<file path="config.mk">
export PLATFORM = sky130hd
export DESIGN_NAME = spi_frame_scheduler_flat
export DESIGN_NICKNAME = d
export VERILOG_FILES = /design/src/rtl/spi_frame_scheduler_if.sv /design/src/rtl/spi_frame_scheduler.sv /design/src/flat_wrapper.sv
export SDC_FILE = /design/constraint.sdc
export NUM_CORES = 1
export LEC_CHECK = 0
export BUFFER_PORTS_ARGS = -buffer_cell sky130_fd_sc_hd__buf_4
export CAP_MARGIN = 20
export CORE_MARGIN = 2
export CORE_UTILIZATION = 62
export DETAILED_ROUTE_END_ITERATION = 8
export PLACE_DENSITY = 0.89
export SLEW_MARGIN = 20
export SYNTH_ARGS = -nofsm -noshare
export SYNTH_HDL_FRONTEND = slang
export SYNTH_SLANG_ARGS = --single-unit
</file>
<file path="constraint.sdc">
create_clock -name MCU_CLK_25_000 -period 4.92 [get_ports MCU_CLK_25_000]
set_input_delay 0.984 -clock MCU_CLK_25_000 [delete_from_list [all_inputs] [get_ports MCU_CLK_25_000]]
set_output_delay 0.984 -clock MCU_CLK_25_000 [all_outputs]
set_load 0.01 [all_outputs]
</file>
<file path="src/rtl/spi_frame_scheduler_if.sv">
// ---------------------------------------------------------------------------
// spi_frame_scheduler_if
//   Bundles the two buses of the SPI frame scheduler:
//     - FWFT sample FIFO read side (head byte, empty flag, fill level, pop)
//     - MCU SPI pins (SCK, active-low SS, MOSI)
//   master : the scheduler (reads the FIFO, drives the SPI pins)
//   slave  : the environment (owns the FIFO, observes the SPI pins)
//
// Handshake: FIFO_DATA is the valid head byte whenever FIFO_EMPTY=0. A
// single-cycle FIFO_RD=1 pops that byte on the same rising edge that the
// scheduler captures it. FIFO_RD is never raised while FIFO_EMPTY=1.
// ---------------------------------------------------------------------------
interface spi_frame_scheduler_if #(
    parameter int LEVEL_W = 10
);
    logic [7:0]         FIFO_DATA;
    logic               FIFO_EMPTY;
    logic [LEVEL_W-1:0] FIFO_LEVEL;
    logic               FIFO_RD;
    logic               MCU_SCK;
    logic               MCU_SS;
    logic               MCU_MOSI;

    modport master (
        input  FIFO_DATA, FIFO_EMPTY, FIFO_LEVEL,
        output FIFO_RD, MCU_SCK, MCU_SS, MCU_MOSI
    );

    modport slave (
        output FIFO_DATA, FIFO_EMPTY, FIFO_LEVEL,
        input  FIFO_RD, MCU_SCK, MCU_SS, MCU_MOSI
    );
endinterface

</file>
<file path="src/rtl/spi_frame_scheduler.sv">
// ---------------------------------------------------------------------------
// spi_frame_scheduler
//   Moves packed GPS I/Q bytes from the FWFT sample FIFO to the MCU over an
//   SPI mode-0 link. Each frame is: SYNC_BYTE, sequence byte, FRAME_BYTES
//   payload bytes, all MSB first, framed by chip-select setup/hold and an
//   inter-frame gap.
//
// Ports:
//   MCU_CLK_25_000 : system clock, rising edge
//   MCU_RST_N      : asynchronous active-low reset
//   ENABLE         : permits new frames to start
//   bus            : FIFO read side + SPI pins (spi_frame_scheduler_if.master)
//   BUSY           : high whenever the FSM is not IDLE
//   UNDERRUN       : sticky, set when a payload byte was due but the FIFO
//                    was empty (a zero byte is sent instead)
//   SEQ            : sequence number carried by the next frame
//   FSM_STATE      : current FSM state encoding (debug/observation)
// ---------------------------------------------------------------------------
module spi_frame_scheduler #(
    parameter int         FRAME_BYTES = 64,
    parameter int         SCK_DIV     = 2,
    parameter int         CS_SETUP    = 2,
    parameter int         GAP_CLKS    = 8,
    parameter logic [7:0] SYNC_BYTE   = 8'hA5,
    parameter int         LEVEL_W     = 10
) (
    input  logic                  MCU_CLK_25_000,
    input  logic                  MCU_RST_N,
    input  logic                  ENABLE,
    spi_frame_scheduler_if.master bus,
    output logic                  BUSY,
    output logic                  UNDERRUN,
    output logic [7:0]            SEQ,
    output logic [2:0]            FSM_STATE
);

    typedef enum logic [2:0] {
        IDLE  = 3'd0,
        LEAD  = 3'd1,
        SHIFT = 3'd2,
        TRAIL = 3'd3,
        GAP   = 3'd4
    } state_t;

    localparam logic [15:0] CS_LAST   = 16'(CS_SETUP - 1);
    localparam logic [15:0] HALF_LAST = 16'(SCK_DIV - 1);
    localparam logic [15:0] GAP_LAST  = 16'(GAP_CLKS - 1);
    // Byte index 0 is the sync byte, 1 the sequence byte, 2.. the payload.
    localparam logic [8:0]  LAST_BYTE = 9'(FRAME_BYTES + 1);

    state_t       state_q, state_d;
    logic [15:0]  cnt_q, cnt_d;      // clocks within LEAD/TRAIL/GAP or SCK half-period
    logic         sck_q, sck_d;      // 0: low half of the bit, 1: high half
    logic [2:0]   bit_q, bit_d;      // bit being sent, 7 down to 0
    logic [8:0]   byte_q, byte_d;    // byte being sent within the frame
    logic [7:0]   sh_q, sh_d;        // shift register, MOSI = sh_q[7]
    logic [7:0]   seq_q, seq_d;
    logic         und_q, und_d;
    logic         fifo_rd;
    logic         in_frame;
    logic         start_ok;
    logic [LEVEL_W-1:0] level;

    assign level    = bus.FIFO_LEVEL;
    assign start_ok = ENABLE && (int'(level) >= FRAME_BYTES);

    // Next-state and datapath updates
    always_comb begin
        state_d = state_q;
        cnt_d   = cnt_q;
        sck_d   = sck_q;
        bit_d   = bit_q;
        byte_d  = byte_q;
        sh_d    = sh_q;
        seq_d   = seq_q;
        und_d   = und_q;
        fifo_rd = 1'b0;

        case (state_q)
            IDLE: begin
                cnt_d = 16'd0;
                if (start_ok) begin
                    state_d = LEAD;
                    sh_d    = SYNC_BYTE;
                end
            end

            LEAD: begin
                if (cnt_q == CS_LAST) begin
                    state_d = SHIFT;
                    cnt_d   = 16'd0;
                    sck_d   = 1'b0;
                    bit_d   = 3'd7;
                    byte_d  = 9'd0;
                end else begin
                    cnt_d = cnt_q + 16'd1;
                end
            end

            SHIFT: begin
                if (cnt_q != HALF_LAST) begin
                    cnt_d = cnt_q + 16'd1;
                end else begin
                    cnt_d = 16'd0;
                    if (!sck_q) begin
                        sck_d = 1'b1;
                    end else begin
                        // End of a bit: advance MOSI for the next bit, which
                        // starts with SCK low.
                        sck_d = 1'b0;
                        if (bit_q != 3'd0) begin
                            bit_d = bit_q - 3'd1;
                            sh_d  = {sh_q[6:0], 1'b0};
                        end else if (byte_q == LAST_BYTE) begin
                            // Shift register is left alone so MOSI holds
                            // the last bit through TRAIL.
                            state_d = TRAIL;
                        end else begin
                            bit_d  = 3'd7;
                            byte_d = byte_q + 9'd1;
                            if (byte_q == 9'd0) begin
                                sh_d = seq_q;
                            end else if (bus.FIFO_EMPTY) begin
                                sh_d  = 8'h00;
                                und_d = 1'b1;
                            end else begin
                                // FWFT: head byte is captured and popped
                                // on the same edge.
                                sh_d    = bus.FIFO_DATA;
                                fifo_rd = 1'b1;
                            end
                        end
                    end
                end
            end

            TRAIL: begin
                if (cnt_q == CS_LAST) begin
                    state_d = GAP;
                    cnt_d   = 16'd0;
                    seq_d   = seq_q + 8'd1;
                end else begin
                    cnt_d = cnt_q + 16'd1;
                end
            end

            GAP: begin
                if (cnt_q == GAP_LAST) begin
                    state_d = IDLE;
                    cnt_d   = 16'd0;
                end else begin
                    cnt_d = cnt_q + 16'd1;
                end
            end

            default: begin
                state_d = IDLE;
                cnt_d   = 16'd0;
            end
        endcase
    end

    // State and datapath registers
    always_ff @(posedge MCU_CLK_25_000 or negedge MCU_RST_N) begin
        if (!MCU_RST_N) begin
            state_q <= IDLE;
            cnt_q   <= 16'd0;
            sck_q   <= 1'b0;
            bit_q   <= 3'd7;
            byte_q  <= 9'd0;
            sh_q    <= 8'h00;
            seq_q   <= 8'h00;
            und_q   <= 1'b0;
        end else begin
            state_q <= state_d;
            cnt_q   <= cnt_d;
            sck_q   <= sck_d;
            bit_q   <= bit_d;
            byte_q  <= byte_d;
            sh_q    <= sh_d;
            seq_q   <= seq_d;
            und_q   <= und_d;
        end
    end

    // Pin outputs decode from the state register, so an asynchronous reset
    // returns every pin to idle immediately.
    assign in_frame     = (state_q == LEAD) || (state_q == SHIFT) || (state_q == TRAIL);
    assign bus.MCU_SS   = !in_frame;
    assign bus.MCU_SCK  = (state_q == SHIFT) && sck_q;
    assign bus.MCU_MOSI = in_frame && sh_q[7];
    assign bus.FIFO_RD  = fifo_rd;

    assign BUSY      = (state_q != IDLE);
    assign UNDERRUN  = und_q;
    assign SEQ       = seq_q;
    assign FSM_STATE = state_q;

endmodule

</file>
<file path="src/flat_wrapper.sv">
// flat-port wrapper written by rule: the top's interface ports become plain ports
module spi_frame_scheduler_flat 
#(
    parameter int         FRAME_BYTES = 64,
    parameter int         SCK_DIV     = 2,
    parameter int         CS_SETUP    = 2,
    parameter int         GAP_CLKS    = 8,
    parameter logic [7:0] SYNC_BYTE   = 8'hA5,
    parameter int         LEVEL_W     = 10
)
  (MCU_CLK_25_000, MCU_RST_N, ENABLE, BUSY, UNDERRUN, SEQ, FSM_STATE, bus_FIFO_DATA, bus_FIFO_EMPTY, bus_FIFO_LEVEL, bus_FIFO_RD, bus_MCU_SCK, bus_MCU_SS, bus_MCU_MOSI);
  spi_frame_scheduler_if #(.LEVEL_W(LEVEL_W)) bus_i ();
  input  logic MCU_CLK_25_000;
  input  logic MCU_RST_N;
  input  logic ENABLE;
  output logic BUSY;
  output logic UNDERRUN;
  output logic [7:0] SEQ;
  output logic [2:0] FSM_STATE;
  input wire logic [$bits(bus_i.FIFO_DATA)-1:0] bus_FIFO_DATA;
  input wire logic [$bits(bus_i.FIFO_EMPTY)-1:0] bus_FIFO_EMPTY;
  input wire logic [$bits(bus_i.FIFO_LEVEL)-1:0] bus_FIFO_LEVEL;
  output wire logic [$bits(bus_i.FIFO_RD)-1:0] bus_FIFO_RD;
  output wire logic [$bits(bus_i.MCU_SCK)-1:0] bus_MCU_SCK;
  output wire logic [$bits(bus_i.MCU_SS)-1:0] bus_MCU_SS;
  output wire logic [$bits(bus_i.MCU_MOSI)-1:0] bus_MCU_MOSI;
  assign bus_i.FIFO_DATA = bus_FIFO_DATA;
  assign bus_i.FIFO_EMPTY = bus_FIFO_EMPTY;
  assign bus_i.FIFO_LEVEL = bus_FIFO_LEVEL;
  assign bus_FIFO_RD = bus_i.FIFO_RD;
  assign bus_MCU_SCK = bus_i.MCU_SCK;
  assign bus_MCU_SS = bus_i.MCU_SS;
  assign bus_MCU_MOSI = bus_i.MCU_MOSI;
  spi_frame_scheduler #(.FRAME_BYTES(FRAME_BYTES), .SCK_DIV(SCK_DIV), .CS_SETUP(CS_SETUP), .GAP_CLKS(GAP_CLKS), .SYNC_BYTE(SYNC_BYTE), .LEVEL_W(LEVEL_W)) u_core (.MCU_CLK_25_000(MCU_CLK_25_000), .MCU_RST_N(MCU_RST_N), .ENABLE(ENABLE), .bus(bus_i), .BUSY(BUSY), .UNDERRUN(UNDERRUN), .SEQ(SEQ), .FSM_STATE(FSM_STATE));
endmodule
</file>
==> results of run 1 <==
-- logic make-up (layout without fill, tap and decap cells) --
family,Yosys count,in the layout,synth area share
mux,15,15,0.0689
flops,49,49,0.437
fa+ha+maj,8,8,0.0356
compound gates,52,52,0.116
simple gates,122,122,0.242
buf+inv,22,51,0.0324
xor+xnor,22,22,0.0684
-- cells in the mapped netlist (all sizes together), types with 8 or more instances --
library cell	instances
xor2	11
clkbuf	10
o31ai	8
nor2	33
dfrtp	46
xnor2	11
inv	10
mux2	11
ha	8
nand3	9
nand2	27
a21oi	13
o21ai	18
-- layer usage --
metal	routed length (um)	global-route usage	vias to the layer above
li1	-	-	1079
met1	2680	0.346	1062
met2	2770	0.374	57
met3	275	0.0338	8
met4	72	0.0881	0
met5	0	0	-
-- through the flow --
stage	total power [mW]	hold slack, ns	utilization	area, um2	instances
after floorplan	0.413	0.448	-	2820	290
after CTS	0.657	0.489	0.725	3160	371
after global routing	0.672	0.499	0.725	3160	371
after global placement	0.431	0.457	0.706	3070	363
final	0.655	0.483	0.725	3160	371
after detailed placement	0.431	0.471	0.706	3070	363
-- placed cells by master (no fill, tap or decap), drive strengths merged, types with 9 or more instances in the layout --
cell type / instances
dfrtp: 46
buf: 33
nor2: 33
nand2: 27
o21ai: 18
a21oi: 13
xor2: 11
xnor2: 11
mux2: 11
inv: 10
nand3: 9
-- power groups by stage --
stage | registers [mW] | clock network, mW | logic [mW]
after detailed placement | 0.410 | 0 | 0.0209
after global placement | 0.410 | 0 | 0.0206
after CTS | 0.402 | 0.234 | 0.0209
after global routing | 0.403 | 0.247 | 0.0228
final | 0.402 | 0.232 | 0.0204
after floorplan | 0.410 | 0 | 0.00281
-- state kept, by name, summed over array words and instances (netlist names) --
name	count
u_core.UNDERRUN	1
u_core.cnt_q	16
u_core.sh_q	8
u_core.bit_q	3
u_core.byte_q	9
u_core.FSM_STATE	3
u_core.SEQ	8
u_core.sck_q	1
-- layout make-up --
cell class,instances,share of cell area
clock buffer,6,0.0230
clock inverter,2,0.00317
inverter,10,0.0119
multi-input combinational,219,0.473
sequential,49,0.390
tap,52,0.0206
timing repair buffer,33,0.0785
-- worst register-to-register path: cells and delay by family, from the launching register on --
kind | cells | cell delay (ns)
compound gates | 3 | 1.01
flops | 1 | 0.52
simple gates | 2 | 1.23
-- worst max-delay path by stage --
stage | start | end | slack [ns]
after detailed placement | u_core.cnt_q[4]$_DFF_PN0_ | bus_FIFO_RD | 1.86
final | u_core.cnt_q[4]$_DFF_PN0_ | bus_FIFO_RD | 1.48
after global placement | u_core.cnt_q[4]$_DFF_PN0_ | bus_FIFO_RD | 1.88
after CTS | u_core.cnt_q[4]$_DFF_PN0_ | bus_FIFO_RD | 1.49
after global routing | u_core.cnt_q[1]$_DFF_PN0_ | bus_FIFO_RD | 1.41
after floorplan | u_core.cnt_q[4]$_DFF_PN0_ | bus_FIFO_RD | 1.96
==> summary.md, run 1 <==
| Metric | Value |
|---|---|
| Unrepaired setup endpoints after global routing | false |
| Max Freq | 0.291 GHz |
| Die Y-Extent | 71.4 um |
| Synthesized area | 0.00282 mm2 |
| Clk sinks | 49 |
| Post-synth EDFFs | 0 |
| Seq/Total Area, Yosys | 0.437 |
| Filler cells | 299 |
| Most used DFF post-synth | dfrtp_1 |
| Number of buffers added on ports | 32 |
| Die area | 0.00510 mm2 |
| R2R setup slack | 2.08 ns |
| GPL Wtd Cong | 0.852 |
| Crit. End Element | primary output |
| Worst clock skew | 0.0119 ns |
| Hold Path Class | flop to flop |
| Num rows | 24 |
| Clock power frac | 0.354 |
| # setup viols final | 0 |
| Vias per cell | 5.95 |
| Int Pwr | 511 uW |
| HPWL after DPL | 4.10 mm |
| Final worst path period need | 3.44 ns |
| First-pass GRT wire length | 9.64 mm |
| Sequential power share | 0.615 |
| Slew HR | 0.284 |
| Worst path slowest cell | or4_4 |
| Worst R2R End | u_core.byte_q[5]$_DFFE_PN0P_ |
| CTS tree | built |
| Largest net degree at the start of global routing | 50 |
| Critical path depth | 6 |
| Worst Path Max Fanout | 8 |
| Outcome | completed |
| Crit path buf inv count | 1 |
| Setup CP Type | flop to primary output |
| Sw Ratio | 0.220 |
| Worst skew pair latency | 0.31 ns |
| Core area | 0.00435 mm2 |
| Worst-Margin Slew | 1.07 ns |
| CP dominant cell by count | or4_4 |
| First DRT Iteration DRCs | 179 |
| Antenna-violating nets left | 0 |
| Vias in the first global route | 2045 |
| Fin. max-slew vios | 0 |
| Maxcap violations | 0 |
| Clock Tree Buf Depth | 2 |
| Synth Instances | 290 |
| Net switching power | 144 uW |
| Critical Path, Cell by Cell | or4_4 > or4_4 > nor2_8 > nand2_1 > nor2_1 > buf_4 |
| NumNets Final | 348 |
| I/O pin total | 39 |
| Antenna Diode Count | 0 |
| Fraction of layout cells with a size suffix above 1 | 0.194 |
| Crit share post-route | 0.699 |
| Logic pwr share | 0.031 |
| Min-Delay Endpoint | u_core.UNDERRUN$_DFFE_PN0P_ |
| Layout area overhead | 12.1% |
| Hold_sp | u_core.UNDERRUN$_DFFE_PN0P_ |
| Hold-fix buffers at CTS | 0 |
| DR vias | 2206 |
| FF+latch area | 0.00123 mm2 |
| Cell depth of the worst flop-to-flop path | 5 |
| Place WS | 1.86 ns |
| Initial core utilization | 0.647 |
| Ys Warns | 0 |
| Width of the die | 71.4 um |
| Gr ovfl total | 0 |
| Post-Syn Nets | 320 |
| Synth Area per Inst | 9.71 um2 |
| # resized after CTS | 0 |
| Area of the multi-input gates | 0.00149 mm2 |
| WP data arrival | 2.45 ns |
| Total GRT Usage | 0.240 |
| Max stage delay on crit path | 0.67 ns |
| Root buf cell | clkbuf_8 |
| Post-route setup slack | 1.48 ns |
| Reg-to-reg startpoint | u_core.FSM_STATE[2]$_DFFE_PN0P_ |
| Drt drc | 0 |
| CTS Buf Count | 5 |
| Pwr/cell area | 207 mW/mm2 |
| Netlist cell types | 52 |
| Crit start category | flop |
| First-pass detailed-route iteration total | 4 |
| Synth Register Bits | 49 |
| Post-synth top area share | 0.409 |
| Fin Setup TNS | 0 ns |
| Drt total wl | 5.80 mm |
| Synth area leaders | dfrtp_1 41%, mux2_4 4.3%, nor2_1 4.1%, nand2_1 3.6%, ha_1 3.6% |
| Peak supply drop | 183 uV |
| Hold-critical path depth | 1 |
| Post-synthesis async set-or-reset flop share | 1.00 |
| Clk slew on worst S/H paths | 0.09 ns |
| Post-synth top area cell | dfrtp_1 |
| Initial antenna violation count | 0 |
| Cell family with the largest share of critical-path delay | simple AND/OR/NAND/NOR gates |
| Post-CTS Repair Setup Buffers | 0 |
| Leak pwr | 1.41 nW |
| H-tree depth | 2 |
| Data required, critical path | 3.94 ns |
| Final-report hold violation count | 0 |
| DR WL/cell | 15.6 um |
Note: power is estimated with default switching activity, not from simulation.
==> run 2, diff against run 1 <==
--- a/config.mk
+++ b/config.mk
@@ -8,9 +8,9 @@
 export BUFFER_PORTS_ARGS = -buffer_cell sky130_fd_sc_hd__buf_4
 export CAP_MARGIN = 20
 export CORE_MARGIN = 2
-export CORE_UTILIZATION = 62
+export CORE_UTILIZATION = 52
 export DETAILED_ROUTE_END_ITERATION = 8
-export PLACE_DENSITY = 0.89
+export PLACE_DENSITY = 0.8
 export SLEW_MARGIN = 20
 export SYNTH_ARGS = -nofsm -noshare
 export SYNTH_HDL_FRONTEND = slang
==> constraint.sdc (replaced) <==
create_clock -name MCU_CLK_25_000 -period 2.9 [get_ports MCU_CLK_25_000]
set_input_delay 0.58 -clock MCU_CLK_25_000 [delete_from_list [all_inputs] [get_ports MCU_CLK_25_000]]
set_output_delay 0.58 -clock MCU_CLK_25_000 [all_outputs]
set_load 0.01 [all_outputs]
==> run 2 against run 1 <==
Effect of this change:
- the run now ends with negative setup slack left
- wire length rose by 5.6%
- count of clock-buffer cells in the layout down 1
- clock power is 110% higher
- non-clock buffer count rose by 12
- utilization down 8.4 points
- clock skew decreased by 0.00080 ns
- cell area grew 5.0%
- via count grew 2.7%
- sequential power increased by 70%
- sequential cell count unchanged
- register-to-register slack got worse by 1.8 ns
- critical path type unchanged
- largest cell class unchanged
- highest routed layer unchanged
==> summary.md, run 2 (synthesized netlist as in run 1, its figures left out) <==
| Metric | Value |
|---|---|
| Outcome | complete, but fails checks |
| Failing checks | negative setup slack |
| Number of buffers added on ports | 32 (unchanged) |
| Setup CP Type | flop to primary output |
| Largest net degree at the start of global routing | 50 (unchanged) |
| Data required, critical path | 2.32 ns (-1.62 ns) |
| Share of the core filled with cells | 0.641 (-0.0845) |
| Fin area | 0.00331 mm2 (+5.0%) |
| Fin. max-slew vios | 0 (unchanged) |
| Commonest non-fill, non-tap cell in the layout | dfrtp_1 |
| Total GRT Usage | 0.207 (-0.0333) |
| HPWL after DPL | 4.23 mm (+3.2%) |
| Crit share post-route | 1.01 |
| Largest regs | u_core.cnt_q (16), u_core.byte_q (9) |
| H-tree depth | 2 (unchanged) |
| Gr ovfl total | 0 (unchanged) |
| Slew HR | 0.580 (+0.296) |
| First-pass GRT wire length | 9.94 mm (+3.1%) |
| Worst-Margin Slew | 0.630 ns (-0.441 ns) |
| Largest Register | u_core.cnt_q |
| NumNets Final | 360 (+3.4%) |
| First DRT Iteration DRCs | 130 (-27%) |
| Die Y-Extent | 77.6 um (+8.7%) |
| CTS tree | built |
| Initial core utilization | 0.544 (-0.102) |
| Crit start category | flop |
| Final worst path period need | 2.92 ns |
| Post-route setup slack | -0.0191 ns (-1.50 ns) |
| Most frequent cells in the layout | 46 x dfrtp_1, 45 x buf_4, 30 x nor2_1 |
| Root buf cell | clkbuf_8 |
| Clk slew on worst S/H paths | 0.10 ns (about the same) |
| Core area | 0.00517 mm2 (+19%) |
| Hold Path Class | input port to async pin |
| Maxcap violations | 0 (unchanged) |
| Initial antenna violation count | 0 (unchanged) |
| DR WL/cell | 15.3 um (-2.3%) |
| Hold-fix buffers at CTS | 0 (unchanged) |
| Crit. Startpoint | u_core.cnt_q[1]$_DFF_PN0_ |
| Max Freq | 0.343 GHz |
| Worst Path Max Fanout | 3 (-5) |
| I/O pin total | 39 (unchanged) |
| Drt total wl | 6.12 mm (+5.6%) |
| Peak supply drop | 308 uV (+69%) |
| Die area | 0.00602 mm2 (+18%) |
| First-pass detailed-route iteration total | 5 (+1) |
| Num rows | 26 (+8.3%) |
| Width of the die | 77.6 um (+8.7%) |
| Largest register FFs | 16 (unchanged) |
| Antenna-violating nets left | 0 (unchanged) |
| CTS Buf Count | 5 (unchanged) |
| Vias per cell | 5.65 (-5.0%) |
| Leak pwr | 1.47 nW (+4.5%) |
| Final-report hold violation count | 0 (unchanged) |
| WP data arrival | 2.34 ns (-0.11 ns) |
| Clock Tree Buf Depth | 2 (unchanged) |
| Pwr Total | 1.21 mW (+85%) |
| Worst skew pair latency | 0.30 ns (about the same) |
| Fraction of layout cells with a size suffix above 1 | 0.239 (+0.0443) |
| Drt drc | 0 (unchanged) |
| Clk sinks | 49 (unchanged) |
| # setup viols final | 1 (+1) |
| Antenna Diode Count | 0 (unchanged) |
| Fin Setup TNS | -0.0191 ns (-0.0191 ns) |
| DR vias | 2265 (+2.7%) |
| Pwr/cell area | 366 mW/mm2 (+76%) |
| Place WS | 0.239 ns (-1.62 ns) |
| GPL Wtd Cong | 0.831 (-2.5%) |
| Unrepaired setup endpoints after global routing | true |
| Vias in the first global route | 2101 (+2.7%) |
| Filler cells | 407 (+36%) |
| Area after DPL | 0.00313 mm2 (+2.0%) |
| Reg-to-reg startpoint | u_core.cnt_q[1]$_DFF_PN0_ |
| Crit. End Element | primary output |
| Worst clock skew | 0.0111 ns (-0.000799 ns) |
| Layout area overhead | 17.7% |
==> run 2: per-layer routing <==
metal,GRT usage,vias to the layer above,part of all wire
met1,0.287,1106,0.46
met3,0.0384,6,0.049
met5,0,-,0
met2,0.335,50,0.48
li1,-,1103,-
met4,0.0536,0,0.0093
==> run 2: critical path: stages, from the launching register on <==
cell,delay [ns]
dfrtp_1,0.39
inv_1,0.06
ha_2,0.16
or4b_4,0.46
or4_4,0.55
nor2_8,0.13
nand2_2,0.06
nor2_2,0.10
buf_4,0.12
==> run 2: layout make-up <==
| cell class | count | area [um2] | share of cell area |
|---|---|---|---|
| Multi-Input combinational cell | 219 | 1510 | 0.454 |
| Tap cell | 70 | 87.6 | 0.0264 |
| Sequential cell | 49 | 1230 | 0.371 |
| Timing Repair Buffer | 45 | 338 | 0.102 |
| Clock inverter | 3 | 46.3 | 0.0140 |
| Clock buffer | 5 | 68.8 | 0.0208 |
| Inverter | 10 | 37.5 | 0.0113 |
==> run 2: report_power, final <==
part | switching, mW | leakage (nW) | total, mW | internal, mW
logic | 0.0196 | 0.762 | 0.0356 | 0.0160
clock network | 0.236 | 0.0543 | 0.494 | 0.258
registers | 0 | 0.656 | 0.683 | 0.683
total | 0.255 | 1.47 | 1.21 | 0.957
==> run 2: stage by stage <==
step / hold slack (ns) / std cells
floorplan: 0.284 / 290
global placement: 0.457 / 386
detailed placement: 0.473 / 386
CTS: 0.309 / 398
global route: 0.342 / 401
finish: 0.289 / 401
==> run 2: final timing paths <==
| path | end | slack, ns | cells past startpoint |
|---|---|---|---|
| max | bus_FIFO_RD | -0.02 | 8 |
| min | u_core.sh_q[5]$_DFFE_PN0P_ | 0.29 | 1 |
| max reg2reg | u_core.cnt_q[3]$_DFF_PN0_ | 0.29 | 7 |
| min reg2reg | u_core.UNDERRUN$_DFFE_PN0P_ | 0.49 | 1 |
| max in group asynchronous | u_core.cnt_q[2]$_DFF_PN0_ | 2.19 | 1 |
| min in group MCU_CLK_25_000 | u_core.UNDERRUN$_DFFE_PN0P_ | 0.49 | 1 |
==> run 2: repair_timing <==
action,in CTS,in global routing
gates resized for setup,0,4
setup buffers,4,3
pin swaps,1,3
setup endpoints to repair,1,1
